**src/rtl/mem_port_arbiter.sv**
```systemverilog
// mem_port_arbiter
//   Shares one single-port memory between the instruction fetch requester (IF) and the
//   load/store requester (LS). Only one transaction is in flight at a time. Each one is
//   accepted, issued to memory for one cycle, and waited out for MEM_LAT cycles. The
//   read data is then returned to the granted requester as a one-cycle response pulse.
//
//   Arbitration: fixed priority, LS over IF.
//   Build option: define ARB_RR_EN to switch to round-robin arbitration between IF and LS.
//
// Ports
//   clk, rst          clock; asynchronous active-low reset
//   if_req_*          IF read request (valid/addr) and ready handshake
//   if_rsp_*          IF response pulse and held read data
//   ls_req_*          LS request (valid/addr/we/wdata/wstrb) and ready handshake
//   ls_rsp_*          LS response pulse and held read data (0 for writes)
//   mem_*             memory strobe, byte write enables, address, write data, read data
module mem_port_arbiter #(
    parameter int unsigned ADDR_W  = 32,
    parameter int unsigned DATA_W  = 32,
    parameter int unsigned MEM_LAT = 1
) (
    input  logic                clk,
    input  logic                rst,
    input  logic                if_req_valid,
    input  logic [ADDR_W-1:0]   if_req_addr,
    output logic                if_req_ready,
    output logic                if_rsp_valid,
    output logic [DATA_W-1:0]   if_rsp_data,
    input  logic                ls_req_valid,
    input  logic [ADDR_W-1:0]   ls_req_addr,
    input  logic                ls_req_we,
    input  logic [DATA_W-1:0]   ls_req_wdata,
    input  logic [DATA_W/8-1:0] ls_req_wstrb,
    output logic                ls_req_ready,
    output logic                ls_rsp_valid,
    output logic [DATA_W-1:0]   ls_rsp_data,
    output logic                mem_en,
    output logic [DATA_W/8-1:0] mem_we,
    output logic [ADDR_W-1:0]   mem_addr,
    output logic [DATA_W-1:0]   mem_wdata,
    input  logic [DATA_W-1:0]   mem_rdata
);

    localparam int unsigned STRB_W = DATA_W / 8;
    localparam int unsigned CNT_W  = (MEM_LAT > 1) ? $clog2(MEM_LAT) : 1;

    typedef enum logic [1:0] {StIdle, StIssue, StWait, StResp} state_e;

    state_e              state_q, state_d;
    logic [CNT_W-1:0]    cnt_q, cnt_d;
    logic [ADDR_W-1:0]   addr_q, addr_d;
    logic                we_q, we_d;
    logic [DATA_W-1:0]   wdata_q, wdata_d;
    logic [STRB_W-1:0]   wstrb_q, wstrb_d;
    logic                gnt_ls_q, gnt_ls_d;   // owner of the in-flight transaction
    logic [DATA_W-1:0]   if_data_q, if_data_d;
    logic [DATA_W-1:0]   ls_data_q, ls_data_d;

    logic accept_state;
    logic grant_ls;
    logic if_acc;
    logic ls_acc;

    assign accept_state = (state_q == StIdle) || (state_q == StResp);

`ifdef ARB_RR_EN
    logic last_ls_q;   // 1: last accept went to LS, 0: to IF

    // On contention, the requester that did not win last time gets the grant.
    assign grant_ls = ls_req_valid && (!if_req_valid || !last_ls_q);

    always_ff @(posedge clk or negedge rst) begin
        if (!rst) begin
            last_ls_q <= 1'b0;
        end else if (if_acc || ls_acc) begin
            last_ls_q <= ls_acc;
        end
    end
`else
    assign grant_ls = ls_req_valid;
`endif

    assign ls_req_ready = accept_state && grant_ls;
    assign if_req_ready = accept_state && if_req_valid && !grant_ls;
    assign ls_acc       = ls_req_valid && ls_req_ready;
    assign if_acc       = if_req_valid && if_req_ready;

    assign if_rsp_data  = if_data_q;
    assign ls_rsp_data  = ls_data_q;

    always_comb begin
        state_d      = state_q;
        cnt_d        = cnt_q;
        addr_d       = addr_q;
        we_d         = we_q;
        wdata_d      = wdata_q;
        wstrb_d      = wstrb_q;
        gnt_ls_d     = gnt_ls_q;
        if_data_d    = if_data_q;
        ls_data_d    = ls_data_q;
        mem_en       = 1'b0;
        mem_we       = '0;
        mem_addr     = '0;
        mem_wdata    = '0;
        if_rsp_valid = 1'b0;
        ls_rsp_valid = 1'b0;

        unique case (state_q)
            StIdle, StResp: begin
                if (state_q == StResp) begin
                    if_rsp_valid = !gnt_ls_q;
                    ls_rsp_valid = gnt_ls_q;
                end
                if (ls_acc || if_acc) begin
                    addr_d   = ls_acc ? ls_req_addr : if_req_addr;
                    we_d     = ls_acc && ls_req_we;
                    wdata_d  = ls_acc ? ls_req_wdata : '0;
                    wstrb_d  = ls_acc ? ls_req_wstrb : '0;
                    gnt_ls_d = ls_acc;
                    state_d  = StIssue;
                end else begin
                    state_d  = StIdle;
                end
            end
            StIssue: begin
                mem_en    = 1'b1;
                mem_addr  = addr_q;
                mem_wdata = wdata_q;
                mem_we    = we_q ? wstrb_q : '0;
                cnt_d     = CNT_W'(MEM_LAT - 1);
                state_d   = StWait;
            end
            StWait: begin
                if (cnt_q == '0) begin
                    // mem_rdata is valid exactly MEM_LAT cycles after the issue cycle.
                    if (gnt_ls_q) begin
                        ls_data_d = we_q ? '0 : mem_rdata;
                    end else begin
                        if_data_d = mem_rdata;
                    end
                    state_d = StResp;
                end else begin
                    cnt_d = cnt_q - CNT_W'(1);
                end
            end
            default: state_d = StIdle;
        endcase
    end

    always_ff @(posedge clk or negedge rst) begin
        if (!rst) begin
            state_q   <= StIdle;
            cnt_q     <= '0;
            addr_q    <= '0;
            we_q      <= 1'b0;
            wdata_q   <= '0;
            wstrb_q   <= '0;
            gnt_ls_q  <= 1'b0;
            if_data_q <= '0;
            ls_data_q <= '0;
        end else begin
            state_q   <= state_d;
            cnt_q     <= cnt_d;
            addr_q    <= addr_d;
            we_q      <= we_d;
            wdata_q   <= wdata_d;
            wstrb_q   <= wstrb_d;
            gnt_ls_q  <= gnt_ls_d;
            if_data_q <= if_data_d;
            ls_data_q <= ls_data_d;
        end
    end

endmodule

```
**config.mk**
```make
export PLATFORM = sky130hd
export DESIGN_NAME = mem_port_arbiter
export DESIGN_NICKNAME = d
export VERILOG_FILES = /design/src/rtl/mem_port_arbiter.sv
export SDC_FILE = /design/constraint.sdc
export NUM_CORES = 1
export LEC_CHECK = 0
export ABC_AREA = 0
export CORE_MARGIN = 5
export CORE_UTILIZATION = 38
export DETAILED_ROUTE_END_ITERATION = 12
export GPL_TIMING_DRIVEN = 1
export PLACE_DENSITY = 0.77
export SLEW_MARGIN = 20
export SYNTH_ARGS = -nofsm -noshare
export SYNTH_HDL_FRONTEND = slang
export SYNTH_SLANG_ARGS = --single-unit
```
**constraint.sdc**
```tcl
create_clock -name clk -period 1.85 [get_ports clk]
set_clock_uncertainty 0.2 [all_clocks]
set_input_delay 0.37 -clock clk [delete_from_list [all_inputs] [get_ports clk]]
set_output_delay 0.37 -clock clk [all_outputs]
set_load 0.005 [all_outputs]
```
; After elaboration in Yosys (flattened, before gate mapping)
; Cells that the tools add are included.
[word_totals]
regBits = 137
inputBits = 137
output_inout_bits = 137
word_cells = 50
[op_classes]
addsub = 1
eq_ne = 4
mux = 18
bitwise_logic = 2
reduce_logical = 16
[ops]
columns = operator, count
row1 = 32-bit two-way mux, 5
row2 = 4-bit two-way mux, 3
row3 = 1-bit two-way mux, 7
row4 = 1-bit logical AND, 6
row5 = 2-bit case mux with 3 select lines, 1
row6 = 3-bit AND reduction, 2
row7 = "2-bit equality test, second input constant", 2
row8 = "2-bit by 1-bit equality test with 1-bit output, second input constant", 1
row9 = 1-bit zero test, 2
row10 = 2-bit zero test, 1
row11 = 1-bit logical OR, 2
row12 = 2-bit two-way mux, 1
row13 = "2-bit inequality test, second input constant", 1
row14 = 1-bit NOT, 2
row15 = 1-bit case mux with 2 select lines, 1
row16 = 2-bit AND reduction, 1
row17 = 2-bit nonzero test, 1
row18 = 2-bit OR reduction, 1
row19 = "1-bit subtractor, second input constant", 1

; Depth between registers and ports, before layout
; Gate-level depths: netlist of the first run.
[depth]
word_depth = 8
mapped_depth = 7
depth_no_buf = 4

; Worst setup path after synthesis of the first run
; No wires, ideal clock.
[synth_path]
kind = register -> output
startpoint = register state_q[1]
endpoint = output mem_addr[0]
arrival_ns = 1.232
required_ns = 1.280
setup_slack_ns = 0.048
path_stages_with_launch = 6
n_path_buf = 2
cell_sequence = dfrtp_1 inv_1 ha_1 clkbuf_1 clkbuf_1 and2_1
[synth_between]
elab_chain_cells = 2
[synth_lines]
columns = element, line_no
row1 = "start, declared", 49  ; state_e state_q, state_d;
row2 = "start signal, assigned", 152  ; state_q <= StIdle;
row3 = "start signal, assigned", 162  ; state_q <= state_d;
row4 = 2-bit by 1-bit equality test with 1-bit output, 108  ; unique case (state_q)
row5 = 32-bit two-way mux, 108
row6 = "end, declared", 39  ; output logic [ADDR_W-1:0] mem_addr,
; No other way between the ends.

; Final worst setup path of the first run
[layout_path]
startpoint = register state_q[0]
endpoint = output mem_wdata[5]
[layout_between]
elab_chain_cells = 2
[layout_lines]
columns = element, line_no
row1 = 2-bit by 1-bit equality test with 1-bit output, 108
row2 = 32-bit two-way mux, 108
row3 = "end, declared", 40  ; output logic [DATA_W-1:0] mem_wdata,
; No other way between the ends.

==> reports/results.ini, run 1 <==
[yosys]
syn-cell-area_um2=6197
synth_warnings=0
synth_xor_area_share_pct=0
async_flop_share_pct=100.0
synth_edf_count=0
synthSimpleGateAreaFrac_pct=14.54
synth_cell_types=23
netlist.area_leader.share_pct=54.92
synth_commonest_cells=dfrtp_1 (136), inv_1 (68), and2_1 (64)
synthMuxAreaShare_pct=11.63
syn_inst=523
synth_area_leaders=dfrtp_1 (55%), mux2_2 (11%), and2_1 (6.5%)
synth-seq-cells=136
synth_compound_area_share_pct=10.68
synth_nets=663
synth_top_family_by_area=simple AND/OR/NAND/NOR gates
syn_avg_cell_area_um2=11.85
synthMostInstantiatedCell=dfrtp_1
synthFlopType=dfrtp_1
seq_area_frac_synth_pct=54.92
synthAdderAreaFrac_pct=0.6057
yosysTopAreaCell=dfrtp_1

[power]
power_mw=18.19
leakage_nw=5.254
irDropWorstVdd_mv=0.9865
power.density_nw_per_um2=1720

[global_routing]
track_usage_pct=20.94
grt_pass1_wl_mm=30.34
grt_pass1_vias=5614
grt_max_degree=71
grt_antenna_before_repair=1
overflow=0

[routing]
vias=5355
route.met2.wl_mm=10.06
wl_mm=21.25
met3_length_mm=2.157
top_layer=met4
postRouteAntennaNets=0
dr.pass1.iters=7
via_per_inst=5.028
drt_iter0_markers=359
wl_per_cell_um=19.95
wl_met1_mm=8.537
drcViolationCount=0

[finish]
num-fill-cells=1188
design_area_um2=10580
finalNetCount=975
instances_no_fill=1065
synthToLayoutAreaGrowth_pct=70.66
drive_above_1_share_pct=32.90
utilization_pct=66.34

[setup_path]
critPathCaptureType=output pin
crit_fanout=4
cp_data_arrival_time_ns=1.75
crit_required_ns=1.28
rrSetupSlack_ns=-0.18
crit_path_start_kind=flop
path_class=flop to output pin

[place]
place_inst=993
port_buffers=273
gp_congestion=0.9027
place_area_um2=9250
hpwl_mm=13.33

[timing]
slew_headroom_pct=76.54
hold_viol=0
maxSlewViolCount=0
rsz0062_at_grt=true
tns_ns=-30.87
finalSetupViolations=112
fin_ws_ns=-0.4749
period_share_pct=125.7
tightest_slew_ns=0.3519
period_needed_ns=2.325
fmax_mhz=430.1

[job]
cap_viol_max_count=0

[floorplanning]
ioPinCount=274
rows=46
die_h_um=137.7
core-area_um2=15940
start_util_pct=38.87
die-width_um=137.7
fp.dieArea_um2=18960

[status]
violations=negative setup slack
status=complete, but fails checks

[clocking]
numCtsBuffers=17
htreeDepth=4
clk-insertion-delay-late_ns=0.41
clkSlewWorstSetupHoldPaths_ns=0.06
cts_root_buf=clkbuf_16
clock_sinks=136
tritoncts=yes
clock_path_buffers=2

[hold_path]
hp-class=input pin to asynchronous set/reset pin

[worst max-delay path, cell delays in order (launching register included)]
cell     delay, ns
dfrtp_1       0.41
ha_4          0.19
buf_12        0.12
buf_12        0.13
buf_16        0.13
buf_12        0.12
and2_4        0.13
buf_6         0.11
[cell families (layout without fill, tap and decap cells)]
| group | Yosys count | in the layout |
|---|---|---|
| DFF | 136 | 136 |
| other | 0 | 1 |
| and+or+nand+nor | 141 | 141 |
| muxes | 64 | 64 |
| buffers and inverters | 107 | 432 |
| AOI/OAI and AO/OA | 72 | 72 |
| adders and majority gates | 3 | 3 |
[final timing paths]
kind / from / end / cells past startpoint
worst max-delay path: state_q[0] / mem_wdata[5] / 7
worst min-delay path: rst / if_rsp_data[16] / 2
worst max register to register: state_q[0] / addr_q[21] / 7
worst min register to register: if_rsp_data[5] / if_rsp_data[5] / 1
max in group asynchronous: rst / wdata_q[13] / 3
min in group clk: if_rsp_data[5] / if_rsp_data[5] / 1
[placed cells by master, fill, tap and decap left out, types with 23 or more instances in the layout]
| cell type | synthesis | routed |
|---|---|---|
| and2_1 | 64 | 26 |
| mux2_2 | 62 | 62 |
| nor2b_1 | 42 | 42 |
| a22o_1 | 37 | 37 |
| clkbuf_16 | 0 | 23 |
| dlygate4sd2_1 | 0 | 46 |
| dfrtp_1 | 136 | 136 |
| clkdlybuf4s50_1 | 0 | 135 |
| buf_6 | 6 | 48 |
| a222oi_1 | 32 | 32 |
| and2_4 | 1 | 39 |
| inv_1 | 68 | 66 |
[layer usage]
layer,up-vias,GRT usage (%)
met5,-,0
met4,0,7.355
met3,39,6.501
met2,304,33.70
met1,2603,26.75
li1,2409,-
[power breakdown]
part	internal (mW)	total, mW	switching [mW]
sequential	4.45	5.24	0.792
combinational	5.74	9.57	3.83
clock	2.07	3.38	1.31
[layout make-up]
cell class | instances | area (um^2) | area share [%]
repair buffers | 332 | 3561 | 33.67
flip-flops and latches | 136 | 3403 | 32.18
multi-input cells | 280 | 2487 | 23.52
clock buffers | 19 | 452.9 | 4.282
well taps | 216 | 270.3 | 2.555
inverters | 68 | 255.2 | 2.413
clock inverters | 13 | 143.9 | 1.360
diodes | 1 | 2.502 | 0.02366
[registers in the layout, summed over array words and instances (netlist names)]
name,count
state_q,2
gnt_ls_q,1
we_q,1
if_rsp_data,32
ls_rsp_data,32
addr_q,32
wstrb_q,4
wdata_q,32
[per-stage QoR]
step	worst slack (ns)	hold WS, ns
finish	-0.4749	0.1741
global route	-0.5274	0.1677
CTS	-0.4854	0.1676
detailed placement	-0.4402	0.03894
global placement	-0.3416	0.03417
floorplan	0.04759	-0.1256
[repair_timing]
item	CTS	global route
gates cloned	9	11
endpoints found under the hold margin	136	0
gates resized for setup	403	67
hold buffers	1	0
pin swaps	5	17
setup buffers	15	7
setup endpoints to repair	189	149
Note: power is estimated with default switching activity, not from simulation.
==> run 2: changes to the inputs <==
- CORE_UTILIZATION: 38 -> 40
- DONT_BUFFER_PORTS: unset -> 1
- PLACE_DENSITY: 0.77 -> unset
==> reports/results.ini, run 2 <==
[yosys]
synth_area_leaders=dfrtp_1 (55%), mux2_2 (11%), and2_1 (6.5%)
async_flop_share_pct=100.0
synthFlopType=dfrtp_1
syn-cell-area_um2=6197
seq_area_frac_synth_pct=54.92
yosysTopAreaCell=dfrtp_1
synth_nets=663
synth-seq-cells=136
syn_avg_cell_area_um2=11.85
syn_inst=523
netlist.area_leader.share_pct=54.92
synthMostInstantiatedCell=dfrtp_1
synth_warnings=0
synth_cell_types=23
synth_edf_count=0
synth_commonest_cells=dfrtp_1 (136), inv_1 (68), and2_1 (64)

[clocking]
clock_path_buffers=2
cts_root_buf=clkbuf_16
post_cts_buffers=3
clock_sinks=136
htreeDepth=4
numCtsBuffers=17
cts_resized=26
cts_hold_buf=146

[place]
gp_congestion=0.7958
port_buffers=0
hpwl_mm=11.01
place_inst=686

[status]
firstError=[ERROR RSZ-0060] Max buffer count reached.
status=did not finish
lastStage=4_1_cts

[floorplanning]
die_h_um=134.5
rows=45
start_util_pct=40.77
die-width_um=134.5
ioPinCount=274

[run 2: cell counts after synthesis]
No cell type changed its count.
[run 2: through the flow]
| stage | setup TNS (ns) | area (um^2) | setup slack, ns |
|---|---|---|---|
| 3_5_place_dp | -0.002892 | 6434 | -0.002892 |
| 3_3_place_gp | 0 | 6434 | 0.09536 |
| 2_1_floorplan | 0 | 6197 | 0.04759 |
[run 2: kinds of logic after synthesis]
group | share of synthesized area [%]
AOI/OAI and AO/OA | 10.68
adders and majority gates | 0.6058
buffers and inverters | 7.631
DFF | 54.92
muxes | 11.63
and+or+nand+nor | 14.54
==> run 3: changes to the inputs <==
- CORE_UTILIZATION: 40 -> 25
- PLACE_DENSITY_LB_ADDON: unset -> 0.15
- clock period: 1.85 -> 2.41 ns (I/O delays scaled with it)
==> reports/results.ini, run 3 (synthesis results as in run 1) <==
[power]
netSwitchingPower_mw=3.794
power_mw=10.95
irDropWorstVdd_mv=0.4959
clkPwrFrac_pct=26.5
leakage_nw=3.728
combPwrFrac_pct=35.2
swShare_pct=34.64
seq_power_share_pct=38.3
intPower_mw=7.158
power.density_nw_per_um2=1367

[global_routing]
overflow=0
grt_antenna_before_repair=0
grt_max_degree=137
track_usage_pct=12.58
grt_pass1_vias=4701
grt_pass1_wl_mm=28.09

[setup_path]
path_cells=inv_1 -> ha_4 -> clkbuf_4 -> and2_1
critPathCaptureType=output pin
crit_fanout=12
cp_data_arrival_time_ns=1.61
cp_slowest_stage_delay_ns=0.42
path_class=flop to output pin
crit_path_start_kind=flop
crit_required_ns=1.73
crit_slowest_cell=dfrtp_1
rr_worst_depth=5

[routing]
wl_per_cell_um=19.85
postRouteAntennaNets=0
via_per_inst=4.598
drt_iter0_markers=307
drcViolationCount=0
wl_mm=18.49
dr.pass1.iters=6
vias=4281

[floorplanning]
start_util_pct=25.41
die_h_um=167.4
die-width_um=167.4
core-area_um2=24390
ioPinCount=274
rows=57
fp.dieArea_um2=28040

[clocking]
numCtsBuffers=17
clock_path_buffers=2
htreeDepth=4
clock_sinks=136
clkSlewWorstSetupHoldPaths_ns=0.07
cts_hold_buf=76
tritoncts=yes
cts_root_buf=clkbuf_16
clk-insertion-delay-late_ns=0.41

[place]
hpwl_mm=12.04
place_inst=819
gp_congestion=0.7754
place_ws_ns=0.3401
port_buffers=0
place_area_um2=6534

[timing]
tightest_slew_ns=0.7134
maxSlewViolCount=0
tns_ns=0
slew_headroom_pct=52.26
rsz0062_at_grt=false
fmax_mhz=436.0
fin_ws_ns=0.1166
finalSetupViolations=0
hold_viol=136
period_needed_ns=2.293
period_share_pct=95.16
timing.hold.ws_ns=-0.4336

[status]
violations=negative hold slack
status=complete, but fails checks

[finish]
final_common_cell=dfrtp_1
n_antenna_cell=0
final_cell_mix=dfrtp_1 (136), dlygate4sd3_1 (76), inv_1 (68)
utilization_pct=32.85
instances_no_fill=931
drive_above_1_share_pct=18.78
finalNetCount=734
synthToLayoutAreaGrowth_pct=29.30
design_area_um2=8013

[hold_path]
hp-class=input pin to asynchronous set/reset pin

[job]
cap_viol_max_count=0

-- run 3: per-layer routing --
layer / GRT usage, % / wire, um / vias up
li1: - / - / 1911
met1: 16.01 / 7845 / 2136
met2: 19.93 / 8685 / 227
met3: 5.328 / 1827 / 7
met4: 3.035 / 127 / 0
met5: 0 / 0 / -
-- run 3: final cells by class --
class | instances | area (um^2)
timing repair buffer | 89 | 925.9
clock inverter | 14 | 209.0
tap | 324 | 405.4
inverter | 68 | 255.2
clock buffer | 18 | 439.2
sequential | 136 | 3403
multi-input combinational | 282 | 2375
fill | 2469 | 16380
-- run 3: timing repair --
action	in CTS	in global routing
hold endpoints to repair	212	136
endpoints found under the setup margin	50	42
buffers inserted	0	1
gates resized for setup	2	1
cloned	2	1
pin swaps	1	0
-- run 3: path summary, 6_finish.rpt --
check | from | end | slack (ns)
setup / recovery | state_q[1] | mem_wdata[0] | 0.12
hold / removal | rst | addr_q[25] | -0.43
setup reg to reg | state_q[0] | addr_q[7] | 0.47
hold reg to reg | wdata_q[3] | wdata_q[3] | 0.29
max in group asynchronous | rst | addr_q[0] | 2.31
min in group clk | ls_req_wdata[15] | wdata_q[15] | 0.03
-- run 3: critical path, delay by kind of cell, from the launching register on --
kind	cells	cell delay, ns
flops	1	0.42
buf+inv	2	0.35
fa+ha+maj	1	0.26
simple gates	1	0.17
-- run 3: power groups by stage --
stage               registers [mW]  clock network, mW  logic, mW
detailed placement            4.22                  0       3.64
global placement              4.24                  0       3.52
CTS                           4.21               3.03       3.81
floorplan                     3.93                  0       2.92
finish                        4.20               2.90       3.85
global route                  4.35               3.11       4.25
==> run 4: changes to the inputs <==
- HOLD_SLACK_MARGIN: unset -> 0.06
==> reports/results.ini, run 4 (synthesis results as in run 1) <==
[status]
status=complete, but fails checks
violations=negative hold slack

[timing]
slew_headroom_pct=52.58
period_share_pct=95.11
period_needed_ns=2.292
finalSetupViolations=0
fmax_mhz=436.3
rsz0062_at_grt=false
hold_viol=136
timing.hold.ws_ns=-0.4338
tns_ns=0
tightest_slew_ns=0.7086
maxSlewViolCount=0

[hold_path]
hp-class=input pin to asynchronous set/reset pin

[finish]
final_cell_mix=dfrtp_1 (136), dlygate4sd3_1 (101), inv_1 (68)
finalNetCount=759
n_antenna_cell=0
final_common_cell=dfrtp_1
synthToLayoutAreaGrowth_pct=33.33
drive_above_1_share_pct=18.04

[global_routing]
grt_pass1_vias=4763
grt_max_degree=137
grt_antenna_before_repair=0
track_usage_pct=12.67
grt_pass1_wl_mm=28.30
overflow=0

[setup_path]
crit_path_start_kind=flop
critPathCaptureType=output pin
rr_worst_depth=5
timing.rr.end=addr_q[20]
crit_fanout=12
path_class=flop to output pin
cp_data_arrival_time_ns=1.61
crit_required_ns=1.73
rrSetupSlack_ns=0.47
rr_startpoint=state_q[0]

[power]
intPower_mw=7.185
leakage_nw=3.833
clkPwrFrac_pct=26.4
power.density_nw_per_um2=1331
seq_power_share_pct=38.2
netSwitchingPower_mw=3.814
combPwrFrac_pct=35.4
irDropWorstVdd_mv=0.4972
swShare_pct=34.68

[clocking]
cts_root_buf=clkbuf_16
clock_path_buffers=2
htreeDepth=4
clock_sinks=136
clkSlewWorstSetupHoldPaths_ns=0.07
tritoncts=yes
numCtsBuffers=17
clk-insertion-delay-late_ns=0.41

[job]
cap_viol_max_count=0

[floorplanning]
ioPinCount=274
rows=57
die-width_um=167.4
core-area_um2=24390
die_h_um=167.4
start_util_pct=25.41
fp.dieArea_um2=28040

[place]
port_buffers=0
hpwl_mm=12.04
gp_congestion=0.7754

[routing]
wl_mm=18.65
via_per_inst=4.598
postRouteAntennaNets=0
dr.pass1.iters=5
vias=4396
drt_iter0_markers=337
wl_per_cell_um=19.51
drcViolationCount=0

run 4: timing repair:
item,4_1_cts,5_1_grt
hold endpoints to repair,236,137
endpoints found under the setup margin,50,43
pin swaps,1,0
buffers inserted,0,1
resized for setup,2,1
gates cloned,2,1
hold buffers,100,1
run 4: critical path, cell delays in order (launching register included):
cell and delay [ns]:
dfrtp_1 0.42, inv_1 0.11, ha_4 0.26, clkbuf_4 0.24
and2_1 0.17
run 4: worst max-delay path by stage:
stage,start,to,depth (start not counted)
6_report,state_q[1],mem_wdata[0],4
5_1_grt,state_q[1],mem_wdata[0],4
4_1_cts,state_q[0],if_req_ready,4
3_5_place_dp,state_q[0],addr_q[20],5
3_3_place_gp,state_q[1],mem_addr[9],4
2_1_floorplan,state_q[1],mem_addr[0],5
run 4: through the flow:
stage	instance area, um^2	instances	power [mW]	utilization [%]	setup WS [ns]
3_3_place_gp	6534	819	7.762	26.79	0.3945
6_report	8263	956	11.00	33.88	0.1179
3_5_place_dp	6534	819	7.861	26.79	0.3401
4_1_cts	8210	953	11.08	33.66	0.02235
5_1_grt	8263	956	11.74	33.88	0.01105
2_1_floorplan	6197	523	6.842	-	0.4956
run 4: final cells by class:
class                      instances  area (um^2)
clock buffer                      18        439.2
clock inverter                    14        209.0
fill                            2430        16130
inverter                          68        255.2
multi-input combinational        282         2375
sequential                       136         3403
tap                              324        405.4
timing repair buffer             114         1176
run 4: routing by layer:
| layer | up-vias | GRT usage [%] | share of wire [%] |
|---|---|---|---|
| li1 | 1963 | - | - |
| met1 | 2194 | 16.19 | 42 |
| met2 | 232 | 20.15 | 47 |
| met3 | 7 | 5.186 | 10 |
| met4 | 0 | 3.035 | 0.68 |
| met5 | - | 0 | 0 |
run 4: power by group through the flow:
stage	Sequential [mW]	Combinational (mW)	Clock, mW
after detailed placement	4.22	3.64	0
after CTS	4.21	3.84	3.03
final	4.20	3.89	2.90
after global routing	4.34	4.29	3.10
after floorplan	3.93	2.92	0
after global placement	4.24	3.52	0
